===== src/rtl/cmp_relation_tracker.sv =====
// ============================================================================
// Module   : cmp_relation_tracker
// Brief    : Debounces one-hot comparator flags into a stable relation state,
//            emits change/error events and keeps saturating sample counters.
// Revision : 1.0
// ============================================================================
`default_nettype none

module cmp_relation_tracker #(
   parameter int DEBOUNCE = 3,
   parameter int CNT_W    = 8
) (
   input  logic             clk,
   input  logic             rst,
   input  logic             in_valid,
   input  logic             a_gt_b,
   input  logic             a_eq_b,
   input  logic             a_lt_b,
   input  logic             cnt_clr,
   output logic [1:0]       rel_state,
   output logic             rise_evt,
   output logic             eq_evt,
   output logic             fall_evt,
   output logic             err_evt,
   output logic [CNT_W-1:0] gt_cnt,
   output logic [CNT_W-1:0] eq_cnt,
   output logic [CNT_W-1:0] lt_cnt,
   output logic [CNT_W-1:0] err_cnt
);

   localparam logic [3:0]       C_DEB     = 4'(DEBOUNCE);
   localparam logic [1:0]       C_REL_UNK = 2'd0;
   localparam logic [1:0]       C_REL_LT  = 2'd1;
   localparam logic [1:0]       C_REL_EQ  = 2'd2;
   localparam logic [1:0]       C_REL_GT  = 2'd3;
   localparam logic [CNT_W-1:0] C_CNT_MAX = '1;

   logic [1:0] r_cand;
   logic [3:0] r_run;

   logic       w_one_hot;
   logic       w_legal;
   logic       w_illegal;
   logic [1:0] w_code;
   logic [1:0] w_cand_nxt;
   logic [3:0] w_run_nxt;
   logic       w_change;

   // Exactly one flag set; anything else is a malformed comparator output.
   always_comb begin
      w_one_hot = (a_gt_b & ~a_eq_b & ~a_lt_b) |
                  (~a_gt_b & a_eq_b & ~a_lt_b) |
                  (~a_gt_b & ~a_eq_b & a_lt_b);
      w_legal   = in_valid & w_one_hot;
      w_illegal = in_valid & ~w_one_hot;
      if (a_gt_b)
         w_code = C_REL_GT;
      else if (a_eq_b)
         w_code = C_REL_EQ;
      else
         w_code = C_REL_LT;
   end

   always_comb begin
      w_cand_nxt = r_cand;
      w_run_nxt  = r_run;
      if (w_illegal) begin
         w_run_nxt = 4'd0;
      end else if (w_legal) begin
         if ((w_code == r_cand) && (r_run != 4'd0)) begin
            w_run_nxt = (r_run >= C_DEB) ? C_DEB : r_run + 4'd1;
         end else begin
            w_cand_nxt = w_code;
            w_run_nxt  = 4'd1;
         end
      end
      w_change = w_legal && (w_run_nxt == C_DEB) && (w_cand_nxt != rel_state);
   end

   always_ff @(posedge clk) begin
      if (rst) begin
         r_cand    <= C_REL_UNK;
         r_run     <= 4'd0;
         rel_state <= C_REL_UNK;
         rise_evt  <= 1'b0;
         eq_evt    <= 1'b0;
         fall_evt  <= 1'b0;
         err_evt   <= 1'b0;
      end else begin
         r_cand    <= w_cand_nxt;
         r_run     <= w_run_nxt;
         rise_evt  <= w_change && (w_cand_nxt == C_REL_GT);
         eq_evt    <= w_change && (w_cand_nxt == C_REL_EQ);
         fall_evt  <= w_change && (w_cand_nxt == C_REL_LT);
         err_evt   <= w_illegal;
         if (w_change)
            rel_state <= w_cand_nxt;
      end
   end

   // Clear beats increment; counters hold at all-ones instead of wrapping.
   always_ff @(posedge clk) begin
      if (rst || cnt_clr) begin
         gt_cnt  <= '0;
         eq_cnt  <= '0;
         lt_cnt  <= '0;
         err_cnt <= '0;
      end else begin
         if (w_legal && (w_code == C_REL_GT) && (gt_cnt != C_CNT_MAX))
            gt_cnt <= gt_cnt + 1'b1;
         if (w_legal && (w_code == C_REL_EQ) && (eq_cnt != C_CNT_MAX))
            eq_cnt <= eq_cnt + 1'b1;
         if (w_legal && (w_code == C_REL_LT) && (lt_cnt != C_CNT_MAX))
            lt_cnt <= lt_cnt + 1'b1;
         if (w_illegal && (err_cnt != C_CNT_MAX))
            err_cnt <= err_cnt + 1'b1;
      end
   end

endmodule

`default_nettype wire


===== config.mk =====
export PLATFORM = sky130hd
export DESIGN_NAME = cmp_relation_tracker
export DESIGN_NICKNAME = d
export VERILOG_FILES = /design/src/rtl/cmp_relation_tracker.sv
export SDC_FILE = /design/constraint.sdc
export NUM_CORES = 1
export LEC_CHECK = 0
export BUFFER_PORTS_ARGS = -buffer_cell sky130_fd_sc_hd__clkbuf_2
export CAP_MARGIN = 20
export CORE_MARGIN = 4
export CORE_UTILIZATION = 45
export CTS_BUF_LIST = sky130_fd_sc_hd__clkbuf_4
export CTS_CLUSTER_DIAMETER = 200
export DETAILED_ROUTE_END_ITERATION = 8
export PLACE_DENSITY = 0.67
export SLEW_MARGIN = 25
export SYNTH_ARGS = -nofsm -noshare
export SYNTH_HDL_FRONTEND = slang
export SYNTH_SLANG_ARGS = --single-unit

===== constraint.sdc =====
create_clock -name clk -period 2.5 [get_ports clk]
set_input_delay 0.125 -clock clk [delete_from_list [all_inputs] [get_ports clk]]
set_output_delay 0.125 -clock clk [all_outputs]
set_load 0.02 [all_outputs]

==> impl_metrics.toml <==
[run_status]
status = "completed"

[worst_setup_path]
worstPathArrival_ps = 2210
path_cells = "inv_1 > ha_1 > or3b_2 > a31oi_1 > o21ai_4 > a2111oi_2"
regToRegSetupSlack_ps = 540
rr_startpoint = "r_run[0]$_SDFF_PP0_"
cpMaxStageDelayCell = "or3b_2"
path_class = "register to register"
cp_slowest_stage_delay_ps = 440
ff2ff_path_depth = 6
required_ps = 2740
r2r_end = "eq_evt$_SDFF_PP0_"
crit_fanout = 5
crit_path_end_kind = "register"
cp-start-kind = "register"

[timing]
setup_tns_ps = 0
rsz0062_at_grt = "false"
drv_slew = 0
fin_crit_ps = 1960
setup_viol = 0
worst_pin_slew_ps = 574
period_share = 0.785
skew_ps = 7.54
slew_headroom = 0.616
max_freq_ghz = 0.509
final_hold_viol_count = 0

[place]
numPortBuffers = 44
finalWeightedCongestion = 0.802
dpl.hpwl_mm = 3.42

[logic_synthesis]
synthCells = 251
synth_top_family_by_area = "simple AND/OR/NAND/NOR gates"
synth-xor-area-share = 0.0421
syn_nets = 264
synth.yosys.warnings = 0
synth-seq-cells = 44
synth_cell_types = 54
synth_edf_count = 0
yosysTopAreaCellShare = 0.385
synth.avg_cell_area_um2 = 9.11
synthSimpleGateAreaFrac = 0.268
synthArstFlopShare = 0
synth_area_mm2 = 0.00229
synth-adder-area-share = 0.0328
synthTopCellsByArea = "dfxtp_1 39%, xor2_1 3.8%, nor2_1 3.4%, a21oi_1 3.3%, ha_1 3.3%"
synth-compound-area-share = 0.201
ys_seq_area_frac = 0.385
yosysTopAreaCell = "dfxtp_1"
synthMuxAreaShare = 0.0263
synth_top_flop_cell = "dfxtp_1"

[pwr]
power_frac_seq = 0.622
internal_power_w = 0.000866
switching_share = 0.244
p_clk_frac = 0.302
switching_power_w = 0.000280
leakage_nw = 1.03
finalPower_w = 0.00115
ir_worst_vdd_mv = 0.279
p_per_area_mw_per_mm2 = 442
power_frac_comb = 0.076

[clocking]
tritoncts = "built"
clk_path_buf_depth = 2
clkTransAtPathRegs_ps = 120
cts-root-buf = "clkbuf_4"
cts.sinks = 44
cts_resized = 0
htreeDepth = 2
clock_latency_ps = 340
cts_hold_buf = 0
cts_setup_buffers = 0
cts_made_buffers = 5

[route]
m1WireLength_mm = 2.35
drt_iter0_drc = 132
routed_wl_mm = 4.81
routed-wl-met2_mm = 2.12
wl_per_cell_um = 13.3
dr.pass1.iters = 4
drcViolationCount = 0
postRouteAntennaNets = 0
top_layer_used = "met4"
via_count = 2021
via_per_inst = 5.60
wl_met3_um = 264

[global_routing]
antenna_found_initial = 0
grt.total_usage = 0.160
grt-ovfl-total = 0
grt_max_degree = 27
grt_first_pass_wirelength_mm = 8.15
grt_pass1_vias = 1809

[hold_path]
min_to = "lt_cnt[4]$_SDFFE_PP0P_"
hp-class = "primary input to register"
hold_depth = 3
worstHoldStart = "cnt_clr"

[cells_and_area]
synthToLayoutAreaGrowth_pct = 13.4
drive_above_1_share = 0.231
final_nets = 306
regArea_um2 = 881
multi_input_area_mm2 = 0.00130
diodes = 0
fillerInstances = 482

[flow_run]
cap_violations = 0

[die]
die_w_um = 79.3
initial_core_util = 0.475
coreArea_mm2 = 0.00482
die_y_um = 79.3
dieArea_mm2 = 0.00629
fp-row-count = 25
io_pins = 45
## logic make-up (layout without fill, tap and decap cells)
| kind of cell | count (synthesis) | in the layout |
|---|---|---|
| fa+ha+maj | 6 | 6 |
| xor+xnor | 11 | 11 |
| simple gates | 100 | 100 |
| compound gates | 63 | 63 |
| flops | 44 | 44 |
| buf+inv | 21 | 64 |
| mux | 6 | 6 |
## layout by cell type, fill, tap and decap left out, types with 3 or more instances in the layout
cell type / count
inv_1: 11
nand2_1: 14
o2111ai_1: 3
clkbuf_4: 7
mux2i_1: 6
nand4_1: 10
dfxtp_1: 44
nand3b_1: 3
clkbuf_2: 44
o311ai_0: 3
o211ai_1: 6
o31ai_1: 7
or3_1: 5
or4_1: 7
ha_1: 6
xor2_1: 10
nor3b_1: 3
o21ai_0: 13
a21oi_1: 15
nor2_1: 21
and2_1: 5
a31oi_1: 3
nand3_1: 7
nand2b_1: 3
and3_1: 5
## per-layer routing
| metal | vias to the layer above | global-route usage |
|---|---|---|
| met3 | 7 | 0.0363 |
| met4 | 0 | 0.0601 |
| met2 | 57 | 0.250 |
| met1 | 925 | 0.214 |
| li1 | 1032 | - |
| met5 | - | 0 |
## sequential cells by signal, indices dropped and copies added, names as in the netlist
signal     flops
r_cand         2
eq_cnt         8
err_evt        1
r_run          4
rel_state      2
gt_cnt         8
rise_evt       1
err_cnt        8
eq_evt         1
lt_cnt         8
fall_evt       1
## through the flow
stage,cell area [um^2],setup WS (ps),hold WS (ps),util,instances
5_1_grt,2590,345,87.8,0.538,361
4_1_cts,2590,521,80.0,0.538,361
6_report,2590,536,103,0.538,361
2_1_floorplan,2290,674,304,-,251
3_5_place_dp,2540,541,469,0.527,353
3_3_place_gp,2540,610,455,0.527,353
## worst max-delay path: cells and delay by family (launching register included)
family | cells | cell delay [ps]
AO/OA/AOI/OAI | 3 | 670
adder cells (fa/ha/maj) | 1 | 290
buffers and inverters | 1 | 60
flip-flops | 1 | 410
AND/OR/NAND/NOR | 1 | 440
## synth_stat cells (2+ instances only)
| cell | n |
|---|---|
| and4_1 | 2 |
| clkbuf_1 | 3 |
| nand3b_1 | 3 |
| o2111ai_1 | 3 |
| o211ai_1 | 6 |
| o211a_1 | 2 |
| and4bb_2 | 2 |
| or3_1 | 5 |
| and2_1 | 5 |
| nand2b_1 | 3 |
| ha_1 | 6 |
| or4_1 | 7 |
| o311ai_0 | 3 |
| nand2_1 | 14 |
| nor3b_1 | 3 |
| inv_1 | 11 |
| xor2_1 | 10 |
| o41ai_1 | 2 |
| a31oi_1 | 3 |
| or3b_2 | 2 |
| nand4_1 | 10 |
| nand3_1 | 7 |
| o31ai_1 | 7 |
| dfxtp_1 | 44 |
| and3_1 | 5 |
| mux2i_1 | 6 |
| a211o_1 | 2 |
| buf_2 | 3 |
| nor2_1 | 21 |
| o21ai_0 | 13 |
| a21oi_1 | 15 |
## cell type report
| type | instances | area share |
|---|---|---|
| clock inverters | 1 | 0.00145 |
| clock buffers | 7 | 0.0203 |
| well taps | 67 | 0.0323 |
| flip-flops and latches | 44 | 0.340 |
| inverters | 11 | 0.0159 |
| repair buffers | 45 | 0.0878 |
| multi-input cells | 186 | 0.503 |
## power groups by stage
stage               combinational [W]  sequential [W]  clock [W]
floorplan                   0.0000650        0.000730          0
global placement            0.0000859        0.000728          0
detailed placement          0.0000870        0.000728          0
CTS                         0.0000872        0.000713   0.000365
global route                0.0000980        0.000714   0.000385
finish                      0.0000870        0.000713   0.000347
## worst max path at each step
stage | cells after the start | slack, ps | startpoint | end
final | 6 | 540 | r_run[0]$_SDFF_PP0_ | eq_evt$_SDFF_PP0_
after global placement | 6 | 610 | r_run[0]$_SDFF_PP0_ | fall_evt$_SDFF_PP0_
after floorplan | 6 | 670 | r_run[0]$_SDFF_PP0_ | fall_evt$_SDFF_PP0_
after global routing | 6 | 340 | r_run[0]$_SDFF_PP0_ | eq_evt$_SDFF_PP0_
after CTS | 6 | 520 | r_run[0]$_SDFF_PP0_ | eq_evt$_SDFF_PP0_
after detailed placement | 6 | 540 | r_run[0]$_SDFF_PP0_ | eq_evt$_SDFF_PP0_
Note: power is estimated with default switching activity, not from simulation.
